## config.mk

```make
export PLATFORM = sky130hd
export DESIGN_NAME = gpio_input_conditioner
export DESIGN_NICKNAME = d
export VERILOG_FILES = /design/src/rtl/gpio_input_conditioner.sv
export SDC_FILE = /design/constraint.sdc
export NUM_CORES = 1
export LEC_CHECK = 0
export CORE_MARGIN = 1
export CORE_UTILIZATION = 40
export DETAILED_ROUTE_END_ITERATION = 7
export GPL_ROUTABILITY_DRIVEN = 1
export PLACE_DENSITY = 0.64
export SLEW_MARGIN = 10
export SYNTH_ARGS = -nofsm -noshare
export SYNTH_HDL_FRONTEND = slang
export SYNTH_SLANG_ARGS = --single-unit
export TNS_END_PERCENT = 50
```

## constraint.sdc

```tcl
create_clock -name clock -period 7.89 [get_ports clock]
set_input_delay 1.578 -clock clock [delete_from_list [all_inputs] [get_ports clock]]
set_output_delay 1.578 -clock clock [all_outputs]
set_load 0.02 [all_outputs]
```

## src/rtl/gpio_input_conditioner.sv

```systemverilog
// gpio_input_conditioner
//
// Conditions asynchronous board-level inputs ahead of the gpio block's gpio_i port.
// Each bit is synchronised into the clock domain through a SYNC_STAGES-deep flop chain,
// then debounced. A change is accepted only after it has been stable for a
// run-time programmable number of consecutive cycles.
// The block also produces per-bit edge pulses, sticky pending flags and an aggregate IRQ.
//
// Ports
//   clock      in   1              single clock for the whole block
//   reset      in   1              synchronous, active-high reset
//   raw_i      in   WIDTH          asynchronous pad inputs
//   threshold  in   COUNTER_WIDTH  stable cycles needed to accept a change (0 acts as 1)
//   rise_en    in   WIDTH          per-bit enable: rising edge sets pending
//   fall_en    in   WIDTH          per-bit enable: falling edge sets pending
//   clear_i    in   WIDTH          per-bit pending clear strobe
//   clean_o    out  WIDTH          debounced level, drives gpio.gpio_i
//   rise_o     out  WIDTH          1-cycle pulse on clean_o 0->1
//   fall_o     out  WIDTH          1-cycle pulse on clean_o 1->0
//   pending_o  out  WIDTH          sticky enabled-edge flags
//   irq_o      out  1              OR of pending_o

module gpio_input_conditioner #(
    parameter int unsigned WIDTH         = 8,
    parameter int unsigned COUNTER_WIDTH = 16,
    parameter int unsigned SYNC_STAGES   = 2,
    parameter logic [WIDTH-1:0] RESET_VALUE = '0
) (
    input  logic                     clock,
    input  logic                     reset,
    input  logic [WIDTH-1:0]         raw_i,
    input  logic [COUNTER_WIDTH-1:0] threshold,
    input  logic [WIDTH-1:0]         rise_en,
    input  logic [WIDTH-1:0]         fall_en,
    input  logic [WIDTH-1:0]         clear_i,
    output logic [WIDTH-1:0]         clean_o,
    output logic [WIDTH-1:0]         rise_o,
    output logic [WIDTH-1:0]         fall_o,
    output logic [WIDTH-1:0]         pending_o,
    output logic                     irq_o
);

    // Synchroniser chain: index 0 samples the pad, index SYNC_STAGES-1 is the synchronised value.
    logic [SYNC_STAGES-1:0][WIDTH-1:0] sync_q;
    logic [WIDTH-1:0]                  sync;

    logic [WIDTH-1:0][COUNTER_WIDTH-1:0] cnt_q, cnt_d;
    logic [WIDTH-1:0]                    clean_q, clean_d;
    logic [WIDTH-1:0]                    rise_q, rise_d;
    logic [WIDTH-1:0]                    fall_q, fall_d;
    logic [WIDTH-1:0]                    pending_q, pending_d;

    // One extra bit so that cnt + 1 cannot overflow in the compare.
    logic [COUNTER_WIDTH:0] thr_eff;

    assign sync    = sync_q[SYNC_STAGES-1];
    assign thr_eff = (threshold == '0) ? {{COUNTER_WIDTH{1'b0}}, 1'b1} : {1'b0, threshold};

    always_ff @(posedge clock) begin
        if (reset) begin
            sync_q <= {SYNC_STAGES{RESET_VALUE}};
        end else begin
            sync_q <= {sync_q[SYNC_STAGES-2:0], raw_i};
        end
    end

    // Debounce: count consecutive mismatch cycles and accept once the count reaches
    // the threshold. Any matching cycle discards a partial count, so glitches are rejected.
    always_comb begin
        logic [COUNTER_WIDTH:0] cnt_inc;
        cnt_inc = '0;
        clean_d = clean_q;
        cnt_d   = cnt_q;
        for (int unsigned i = 0; i < WIDTH; i++) begin
            cnt_inc = {1'b0, cnt_q[i]} + {{COUNTER_WIDTH{1'b0}}, 1'b1};
            if (sync[i] == clean_q[i]) begin
                cnt_d[i] = '0;
            end else if (cnt_inc >= thr_eff) begin
                clean_d[i] = sync[i];
                cnt_d[i]   = '0;
            end else begin
                cnt_d[i] = cnt_inc[COUNTER_WIDTH-1:0];
            end
        end
    end

    // Edge pulses are registered together with the new level.
    always_comb begin
        rise_d = clean_d & ~clean_q;
        fall_d = ~clean_d & clean_q;
    end

    // Pending uses the registered pulses, so it trails clean_o by one edge; set beats clear.
    always_comb begin
        pending_d = (pending_q & ~clear_i) | (rise_q & rise_en) | (fall_q & fall_en);
    end

    always_ff @(posedge clock) begin
        if (reset) begin
            cnt_q     <= '0;
            clean_q   <= RESET_VALUE;
            rise_q    <= '0;
            fall_q    <= '0;
            pending_q <= '0;
        end else begin
            cnt_q     <= cnt_d;
            clean_q   <= clean_d;
            rise_q    <= rise_d;
            fall_q    <= fall_d;
            pending_q <= pending_d;
        end
    end

    assign clean_o   = clean_q;
    assign rise_o    = rise_q;
    assign fall_o    = fall_q;
    assign pending_o = pending_q;
    assign irq_o     = |pending_q;

endmodule

```

==> flow_metrics.py <==
metrics = {
    "run_status": {
        "status": "completed",
    },
    "yosys": {
        "yosysSeqAreaShare_pct": 34.5,
        "async_flop_share_pct": 0,
        "synth_edf_count": 0,
        "synth_area_leaders": "dfxtp_1 34%, ha_1 17%, xnor2_1 6.4%",
        "post-synth-top-area-cell": "dfxtp_1",
        "synth_ff_type": "dfxtp_1",
        "yosysMostFrequentCell": "dfxtp_1",
        "syn_area_per_cell_um2": 9.48,
        "yosysTopAreaCellShare_pct": 34.5,
        "synth_area_um2": 10200,
        "syn_inst": 1078,
        "synth_nets": 1264,
        "yosysUniqueCellTypes": 65,
        "synth_common_cells": "176 x dfxtp_1, 136 x ha_1, 101 x nor2b_1",
        "ys_ff_latch": 176,
        "ys.warnings.count": 0,
    },
    "global_route": {
        "grt_max_degree": 58,
        "gr-total-overflow": 0,
        "track_usage_pct": 18.7,
        "antenna_found_initial": 0,
        "grt_pass1_vias": 7589,
        "grt_pass1_wl_um": 38100,
    },
    "min_path": {
        "hp-class": "reg -> reg",
        "hold_start": "sync_q[0]",
    },
    "timing": {
        "fin_crit_ps": 4540,
        "timing.slew.headroom_pct": 54.9,
        "setup_tns_ps": 0,
        "hold_viol": 0,
        "fin_crit_sh_pct": 57.6,
        "fin_hold_ws_ps": 439,
        "drv_slew": 0,
        "worst_pin_slew_ps": 674,
        "setup_viol": 0,
        "rsz0062_at_grt": "false",
        "clock_skew_ps": 10.7,
        "setup_slack_ps": 3350,
        "fmax_ghz": 0.220,
    },
    "placed_design": {
        "dp_slack_ps": 2920,
        "gp_congestion": 0.790,
        "portBuffers": 82,
        "dpl_cell_area_um2": 11300,
        "hpwlAfterDp_um": 17200,
    },
    "pwr": {
        "p_int_mw": 1.39,
        "p_sw_mw": 0.472,
        "pwr-share-comb_pct": 5.8,
        "sw_frac_of_total_pct": 25.3,
        "power.leakage_nw": 5.05,
        "pwr-share-clk_pct": 46.1,
        "seqPwrFrac_pct": 48.1,
        "power_mw": 1.86,
        "powerDensity_nw_per_um2": 156,
        "max-vdd-ir-drop_mv": 0.119,
    },
    "critical_path": {
        "path_class": "in -> reg",
        "arrival_ps": 4920,
        "r2r-start": "cnt_q[80]",
        "end_kind": "register",
        "startpoint_type": "primary input",
        "startpoint": "threshold[8]",
        "cp_data_required_time_ps": 8270,
        "critPathMaxFanout": 15,
    },
    "cts": {
        "clockRootBuffer": "clkbuf_16",
        "clock_sinks": 176,
        "insertion_delay_ps": 440,
        "cts_tree": "yes",
        "cts_resized": 0,
        "cts_hold_buf": 0,
        "cts_buffer_depth": 2,
        "htree_levels": 4,
        "cts_setup_buffers": 0,
        "cts_made_buffers": 17,
        "clkTransAtPathRegs_ps": 70,
    },
    "floorplanning": {
        "fp.coreArea_um2": 25100,
        "num_rows": 58,
        "io_pins": 83,
        "die_h_um": 162,
        "dieArea_um2": 26200,
        "die_w_um": 162,
        "start_util_pct": 40.7,
    },
    "route": {
        "drtPass1Iterations": 5,
        "vias": 7713,
        "wire_per_inst_um": 15.6,
        "drtIter0Drc": 333,
        "routed_wl_um": 23500,
        "ant_nets": 0,
        "via_per_inst": 5.12,
        "route.detailed.drc": 0,
    },
    "flow_run": {
        "max-cap-violations": 0,
    },
    "finish": {
        "area_growth_pct": 16.7,
        "nNetsFinal": 1350,
        "drive_above_1_share_pct": 6.71,
        "diodes": 0,
        "fin_area_um2": 11900,
    },
}
==> placed cells by master (no fill, tap or decap), drive strengths merged, types with 6 or more instances in the layout <==
cell type / Yosys / final
a222oi: 8 / 8
nand4: 34 / 34
a21oi: 41 / 41
dfxtp: 176 / 176
inv: 41 / 51
clkdlybuf4s50: 0 / 81
clkbuf: 7 / 17
nor4: 9 / 9
a21o: 16 / 16
nor3b: 6 / 6
nand2: 58 / 58
xnor2: 75 / 75
nor2b: 121 / 121
o21ai: 17 / 17
nor3: 12 / 12
nand2b: 18 / 18
xor2: 43 / 43
nor2: 64 / 64
and2b: 11 / 11
and4: 16 / 16
ha: 136 / 136
and2: 7 / 7
and3: 32 / 32
nand3: 60 / 60
a211oi: 9 / 9
==> state kept, by name (all words and copies together) (netlist names) <==
register,flops
fall_o,8
pending_o,8
sync,8
clean_o,8
cnt_q,128
sync_q,8
rise_o,8
==> critical path, stage by stage <==
cell and delay (ps):
clkdlybuf4s50_1 420, nor4_1 320, a41o_1 520, ha_1 320, inv_1 60, a21oi_1 50, or4_1 440, a211oi_2 320
nand3_1 520, and2b_1 370
==> metal layers <==
layer  wire length (µm)  track usage, %
met1              10700            22.2
met2              11700            33.4
met3                514            2.60
met4                647            7.98
met5                  0               0
==> power groups by stage <==
| stage | clock network, mW | logic (mW) | registers, mW |
|---|---|---|---|
| finish | 0.859 | 0.109 | 0.897 |
| global route | 0.917 | 0.120 | 0.897 |
| CTS | 0.875 | 0.110 | 0.897 |
| detailed placement | 0 | 0.109 | 0.918 |
| global placement | 0 | 0.107 | 0.917 |
| floorplan | 0 | 0.0584 | 0.916 |
==> final timing paths <==
kind               end  slack, ps  cells after the start
min reg2reg    sync[0]        440                      1
max reg2reg  cnt_q[82]       4150                     12
max          cnt_q[82]       3350                     10
min            sync[0]        440                      1
==> kinds of logic after synthesis <==
| group | Yosys count | share of synthesized area, % |
|---|---|---|
| and+or+nand+nor | 471 | 27.9 |
| DFF | 176 | 34.5 |
| adders and majority gates | 136 | 16.7 |
| xor gates and xnor gates | 118 | 10.1 |
| AOI/OAI and AO/OA | 115 | 7.74 |
| buffers and inverters | 57 | 2.67 |
| muxes | 5 | 0.490 |
==> layout make-up <==
cell class / count / area (µm²)
tap: 330 / 413
clock buffer: 17 / 425
fill: 2412 / 13200
inverter: 41 / 154
multi-input combinational: 845 / 6420
clock inverter: 15 / 166
timing repair buffer: 83 / 823
sequential: 176 / 3520
==> through the flow <==
stage	util, %	std cells
6_report	47.5	1507
5_1_grt	47.5	1507
4_1_cts	47.5	1507
3_5_place_dp	45.2	1475
3_3_place_gp	45.2	1475
2_1_floorplan	-	1078
(Power assumes the default switching activity.)
